File: config.mk
export PLATFORM = sky130hd
export DESIGN_NAME = baud_ctrl
export DESIGN_NICKNAME = d
export VERILOG_FILES = /design/src/rtl/baud_pkg.sv /design/src/rtl/baud_divider.sv /design/src/rtl/baud_ctrl.sv
export SDC_FILE = /design/constraint.sdc
export NUM_CORES = 1
export LEC_CHECK = 0
export ABC_AREA = 1
export CORE_MARGIN = 2
export CORE_UTILIZATION = 43
export DETAILED_ROUTE_END_ITERATION = 10
export GPL_TIMING_DRIVEN = 0
export HOLD_SLACK_MARGIN = 0.08
export PLACE_DENSITY = 0.7
export SYNTH_ARGS = -nofsm -noshare
export SYNTH_HDL_FRONTEND = slang
export SYNTH_SLANG_ARGS = --single-unit
File: constraint.sdc
create_clock -name i_clk -period 3.15 [get_ports i_clk]
set_clock_uncertainty 0.2 [all_clocks]
set_input_delay 0.63 -clock i_clk [delete_from_list [all_inputs] [get_ports i_clk]]
set_output_delay 0.63 -clock i_clk [all_outputs]
set_load 0.1 [all_outputs]
File: src/rtl/baud_pkg.sv
// Shared definitions for the runtime-configurable baud tick controller.
package baud_pkg;

   localparam int DEFAULT_MOD = 163;
   localparam int OVERSAMPLE  = 16;
   localparam int MIN_MOD     = 2;

   typedef enum logic [1:0] {
      RUN   = 2'd0,
      PEND  = 2'd1,
      APPLY = 2'd2
   } state_e;

endpackage

File: src/rtl/baud_divider.sv
// Free-running divide-by-i_mod counter producing a one-cycle tick on its last count.
module baud_divider #(
   parameter int NB_COUNTER = 9
) (
   input  logic                  i_clk,
   input  logic                  i_reset,
   input  logic [NB_COUNTER-1:0] i_mod,
   input  logic                  i_en,
   input  logic                  i_clear,
   output logic                  o_tick
);

   localparam logic [NB_COUNTER-1:0] ONE = NB_COUNTER'(1);

   logic [NB_COUNTER-1:0] cnt_q;
   logic [NB_COUNTER-1:0] cnt_d;
   logic                  last_count;

   assign last_count = (cnt_q == (i_mod - ONE));
   assign o_tick     = i_en && last_count;

   always_comb begin
      cnt_d = cnt_q;
      if (i_clear) begin
         cnt_d = '0;
      end else if (i_en) begin
         cnt_d = last_count ? '0 : cnt_q + ONE;
      end
   end

   always_ff @(posedge i_clk or posedge i_reset) begin
      if (i_reset) begin
         cnt_q <= '0;
      end else begin
         cnt_q <= cnt_d;
      end
   end

endmodule

File: src/rtl/baud_ctrl.sv
// Baud tick controller: owns the divisor, emits 16x/1x ticks and swaps the
// divisor only between frames via a valid/ready configuration handshake.
module baud_ctrl #(
   parameter int NB_COUNTER  = 9,
   parameter int DEFAULT_MOD = baud_pkg::DEFAULT_MOD,
   parameter int OVERSAMPLE  = baud_pkg::OVERSAMPLE
) (
   input  logic                  i_clk,
   input  logic                  i_reset,
   input  logic                  i_enable,
   input  logic                  i_cfg_valid,
   input  logic [NB_COUNTER-1:0] i_cfg_mod,
   output logic                  o_cfg_ready,
   output logic                  o_cfg_done,
   output logic                  o_cfg_err,
   input  logic                  i_tx_busy,
   input  logic                  i_rx_busy,
   output logic                  o_tick,
   output logic                  o_tx_tick,
   output logic [NB_COUNTER-1:0] o_mod
);

   import baud_pkg::*;

   localparam int                    NB_SUB  = $clog2(OVERSAMPLE);
   localparam logic [NB_SUB-1:0]     SUB_MAX = NB_SUB'(OVERSAMPLE - 1);
   localparam logic [NB_SUB-1:0]     SUB_ONE = NB_SUB'(1);
   localparam logic [NB_COUNTER-1:0] RST_MOD = NB_COUNTER'(DEFAULT_MOD);
   localparam logic [NB_COUNTER-1:0] LOW_MOD = NB_COUNTER'(MIN_MOD);

   state_e                state_q, state_d;
   logic [NB_COUNTER-1:0] mod_q, mod_d;
   logic [NB_COUNTER-1:0] pend_q, pend_d;
   logic [NB_SUB-1:0]     sub_q, sub_d;
   logic                  err_q, err_d;

   logic div_en;
   logic div_clear;
   logic tick;

   // The APPLY cycle restarts the divider from zero at the new rate.
   assign div_clear = (state_q == APPLY);
   assign div_en    = i_enable && !div_clear;

   baud_divider #(
      .NB_COUNTER (NB_COUNTER)
   ) u_divider (
      .i_clk   (i_clk),
      .i_reset (i_reset),
      .i_mod   (mod_q),
      .i_en    (div_en),
      .i_clear (div_clear),
      .o_tick  (tick)
   );

   always_comb begin
      state_d = state_q;
      mod_d   = mod_q;
      pend_d  = pend_q;
      sub_d   = sub_q;
      err_d   = 1'b0;

      unique case (state_q)
         RUN: begin
            if (i_cfg_valid) begin
               if (i_cfg_mod >= LOW_MOD) begin
                  pend_d  = i_cfg_mod;
                  state_d = PEND;
               end else begin
                  err_d = 1'b1;
               end
            end
         end
         // Hold the old rate until neither side is mid-frame.
         PEND: begin
            if (!i_tx_busy && !i_rx_busy) begin
               state_d = APPLY;
            end
         end
         APPLY: begin
            mod_d   = pend_q;
            state_d = RUN;
         end
         default: state_d = RUN;
      endcase

      if (div_clear) begin
         sub_d = '0;
      end else if (tick) begin
         sub_d = sub_q + SUB_ONE;
      end
   end

   always_ff @(posedge i_clk or posedge i_reset) begin
      if (i_reset) begin
         state_q <= RUN;
         mod_q   <= RST_MOD;
         pend_q  <= RST_MOD;
         sub_q   <= '0;
         err_q   <= 1'b0;
      end else begin
         state_q <= state_d;
         mod_q   <= mod_d;
         pend_q  <= pend_d;
         sub_q   <= sub_d;
         err_q   <= err_d;
      end
   end

   assign o_tick      = tick;
   assign o_tx_tick   = tick && (sub_q == SUB_MAX);
   assign o_cfg_ready = (state_q == RUN);
   assign o_cfg_done  = (state_q == APPLY);
   assign o_cfg_err   = err_q;
   assign o_mod       = mod_q;

endmodule
==> impl_results.rst <==
.. list-table::
   :header-rows: 1

   * - Metric
     - Value
   * - Outcome
     - finished, final reports clean
   * - Area post-placement
     - approximately 2300 µm²
   * - Num Clock Sinks
     - 34
   * - Required time at the worst-slack endpoint
     - 2.32 ns
   * - Portion of the clock cycle consumed by the worst path in the final layout
     - 0.972
   * - Vertical die dimension
     - ~72 µm
   * - Post-synthesis sequential area ratio
     - 0.438
   * - Clock Pin Slew Worst Setup and Hold Paths
     - ~0.070 ns
   * - Initial core utilization
     - 0.448
   * - Largest family of logic cells by synthesized area
     - simple AND/OR/NAND/NOR gates
   * - Headroom to the max-slew limit
     - 0.341
   * - Stage delay of the slowest cell on the critical path
     - ~0.64 ns
   * - Most used flip-flop cell after synthesis
     - sky130_fd_sc_hd__dfrtp_1
   * - Cells traversed along the worst timing path
     - inv_4 -> ha_4 -> xor2_2 -> nand2_2 -> nor2_2 -> nand3_2 -> nor2_4 -> nand3_4 -> nor2_4 -> buf_12
   * - First-pass detailed-route iteration total
     - 4
   * - Top area cells in the synthesized netlist
     - sky130_fd_sc_hd__dfrtp_1 (33%), sky130_fd_sc_hd__nand2_1 (15%), sky130_fd_sc_hd__dfstp_2 (11%), sky130_fd_sc_hd__nand3_1 (7.1%), sky130_fd_sc_hd__inv_1 (6.1%)
   * - Vias post-DR
     - between 1,500 and 2,000
   * - DRC violation count after routing
     - 0
   * - Synthesized-area fraction occupied by adder cells
     - 0.0191
   * - Cells after synthesis
     - between 200 and 300
   * - Mapped Avg Cell Area
     - 7.41 µm²
   * - Power, Total
     - between 0.002 and 0.003 W
   * - Most frequent cell after synthesis
     - sky130_fd_sc_hd__nand2_1
   * - Net count after synthesis
     - around 280
   * - Peak Freq
     - between 300 and 400 MHz
   * - Per-cell via count in the routed design
     - 4.95
   * - Share of final-layout standard cells stronger than drive strength 1
     - 0.173
   * - Number of synthesized flops with an enable pin
     - 0
   * - Final std cell area, no fill
     - ~2500 µm²
   * - Power density relative to cell area
     - roughly 1100 nW/µm²
   * - Worst min-delay path class
     - reg2reg
   * - Number of diodes
     - 0
   * - Site Rows
     - 24
   * - Proportion of synthesized area in mux cells
     - 0
   * - Worst Tran Pin Value
     - 0.985 ns
   * - CP Capture Type
     - output port
   * - Library cell with the largest summed area after synthesis
     - sky130_fd_sc_hd__dfrtp_1
   * - Clock tree from TritonCTS
     - done
   * - Post-Route WL
     - approximately 4300 µm
   * - Antenna violations before repair
     - 0
   * - Critical-path top delay cell
     - sky130_fd_sc_hd__dfstp_4
   * - Compound-cell area share of the yosys netlist
     - 0.0529
   * - Detailed Route Iter0 Violations
     - between 100 and 150
   * - Global-route total usage across every layer
     - 0.185
   * - Final-report hold violation count
     - 0
   * - Synth Cell Area
     - just under 2000 µm²
   * - Num ports
     - 29
   * - Critical path startpoint category
     - register
   * - Critical Setup Path Class
     - reg2out
   * - Count of nets left with antenna violations after detail routing
     - 0
   * - Number of global-route vias before repair
     - between 1,500 and 2,000
   * - Port-buffer cells
     - 28
   * - Die outline area
     - 5130 µm²
   * - Setup repair after global routing missed its margin
     - yes
   * - Leakage power of the design
     - approximately 1.2 nW
   * - Clock Latency Late Sink
     - slightly below 0.3 ns
   * - CP max FO
     - 4
   * - Number of buffers between clock root and the deepest sink
     - 2
   * - Area share of the leading cell type in the synthesized netlist
     - 0.331
   * - Fin nets
     - 323
   * - Cell at the root of the clock tree
     - sky130_fd_sc_hd__clkbuf_8
   * - Cell seen most often among critical-path stages
     - sky130_fd_sc_hd__nor2_4
   * - Horizontal die dimension
     - slightly above 70 µm
   * - Share of synthesized cell area in and, or, nand and nor gates
     - 0.361
   * - Share of synthesized registers carrying an async set or reset
     - 1.00
   * - Critical path arrival
     - between 2 and 2.5 ns
   * - Synth top cells by count
     - sky130_fd_sc_hd__nand2_1 (79), sky130_fd_sc_hd__inv_1 (32), sky130_fd_sc_hd__nand3_1 (28), sky130_fd_sc_hd__nor2_1 (28), sky130_fd_sc_hd__dfrtp_1 (26)
   * - Yosys cell types
     - 24
   * - Final critical-path required period
     - 3.06 ns
   * - Detail-routed net length per standard cell
     - about 12 µm
   * - Final weighted congestion of routability-driven global placement
     - 0.848
   * - Worst vdd ir
     - 0.000661 V
   * - Final HPWL DP
     - 3200 µm
   * - # H-tree levels
     - 2
   * - Fillers
     - between 400 and 500
   * - Setup Viol. Count Final
     - 0
   * - Final-report max-slew violation count
     - 0
   * - Core outline area
     - between 4000 and 5000 µm²
   * - CTS Buf Count
     - 5
   * - Synth Area in XOR/XNOR
     - 0.0580
   * - Total of flip-flops plus latches after synthesis
     - 34
   * - Wire length of the first global-routing pass
     - around 7300 µm
   * - Pin count of the biggest net entering global routing
     - 35
   * - Number of warnings printed during yosys synthesis
     - 0
   * - Count of max-cap constraint violations
     - 0
   * - Overflow left after global routing
     - 0
   * - Area added between synthesis and finish
     - 28.0%
-- stage by stage --
stage / setup WS [ns] / util / TNS [ns] / hold WS [ns] / cells
floorplan: -0.0338 / - / -0.0338 / 0.246 / 265
global placement: -0.641 / 0.535 / -1.24 / 0.259 / 345
detailed placement: -0.638 / 0.535 / -1.24 / 0.269 / 345
CTS: 0.0130 / 0.561 / 0 / 0.280 / 353
global route: -0.0506 / 0.574 / -0.0701 / 0.305 / 358
finish: 0.0881 / 0.574 / 0 / 0.282 / 358
-- cell usage in the layout (no fill, tap or decap), drive strengths merged, types with 3 or more instances in the layout --
cell | synthesis | routed
buf | 1 | 8
clkbuf | 1 | 8
clkdlybuf4s50 | 0 | 25
dfrtp | 26 | 26
dfstp | 8 | 8
ha | 3 | 3
inv | 35 | 35
nand2 | 85 | 85
nand3 | 31 | 31
nand4 | 6 | 6
nor2 | 32 | 32
o21ai | 18 | 18
xor2 | 12 | 12
-- layout make-up --
class / instances / area (µm²) / area share
Inverter: 35 / 143 / 0.0567
Clock buffer: 6 / 82.6 / 0.0328
Timing Repair Buffer: 33 / 333 / 0.132
Multi-Input combinational cell: 194 / 1000 / 0.398
Clock inverter: 2 / 11.3 / 0.00448
Sequential cell: 34 / 871 / 0.346
Buffer: 2 / 8.76 / 0.00348
Tap cell: 52 / 65.1 / 0.0259
-- worst max-delay path, delay by kind of cell (launching register included) --
kind / cells / cell delay, ns
XOR/XNOR: 1 / 0.14
AND/OR/NAND/NOR: 6 / 0.67
flip-flops: 1 / 0.64
adder cells (fa/ha/maj): 1 / 0.26
buffers and inverters: 2 / 0.22
-- sequential cells by signal, summed over array words and instances, names as in the netlist --
register and count:
state_q 2, pend_q 9, o_mod 9, u_divider.cnt_q 9, o_cfg_err 1, sub_q 4
-- path summary, 6_finish.rpt --
path / cells after the start / from / slack, ns / to
hold reg to reg: 2 / pend_q[7] / 0.28 / pend_q[7]
setup / recovery: 10 / o_mod[1] / 0.09 / o_tx_tick
setup reg to reg: 11 / o_mod[1] / 0.90 / sub_q[0]
max in group asynchronous: 2 / i_reset / 1.68 / o_mod[2]
min in group asynchronous: 2 / i_reset / 0.57 / pend_q[8]
hold / removal: 2 / pend_q[7] / 0.28 / pend_q[7]
-- where the power goes --
group          internal (W)  switching, W  total [W]  leakage [nW]
combinational      0.000507       0.00117    0.00168         0.762
sequential         0.000640      0.000171   0.000811         0.422
clock              0.000176      0.000170   0.000347        0.0515
total               0.00132       0.00151    0.00284          1.24
-- metal layers --
metal / routed length [µm] / vias up / global-route usage
li1: - / 918 / -
met4: 67 / 0 / 0.0734
met5: 0 / - / 0
met1: 1940 / 812 / 0.233
met2: 2100 / 34 / 0.302
met3: 183 / 7 / 0.0506
-- what timing repair did --
action / 4_1_cts / 5_1_grt
endpoints found under the setup margin: 3 / 3
hold buffers: 0 / 0
buffers inserted: 0 / 5
pin swaps: 3 / 2
gates resized for setup: 19 / 8
-- logic make-up (layout without fill, tap and decap cells) --
kind of cell               after synthesis  count (layout)
and+or+nand+nor                        158             158
buffers and inverters                   37              78
DFF                                     34              34
AOI/OAI and AO/OA                       20              20
xor gates and xnor gates                13              13
adders and majority gates                3               3
Power figures use the tool's default switching activity.
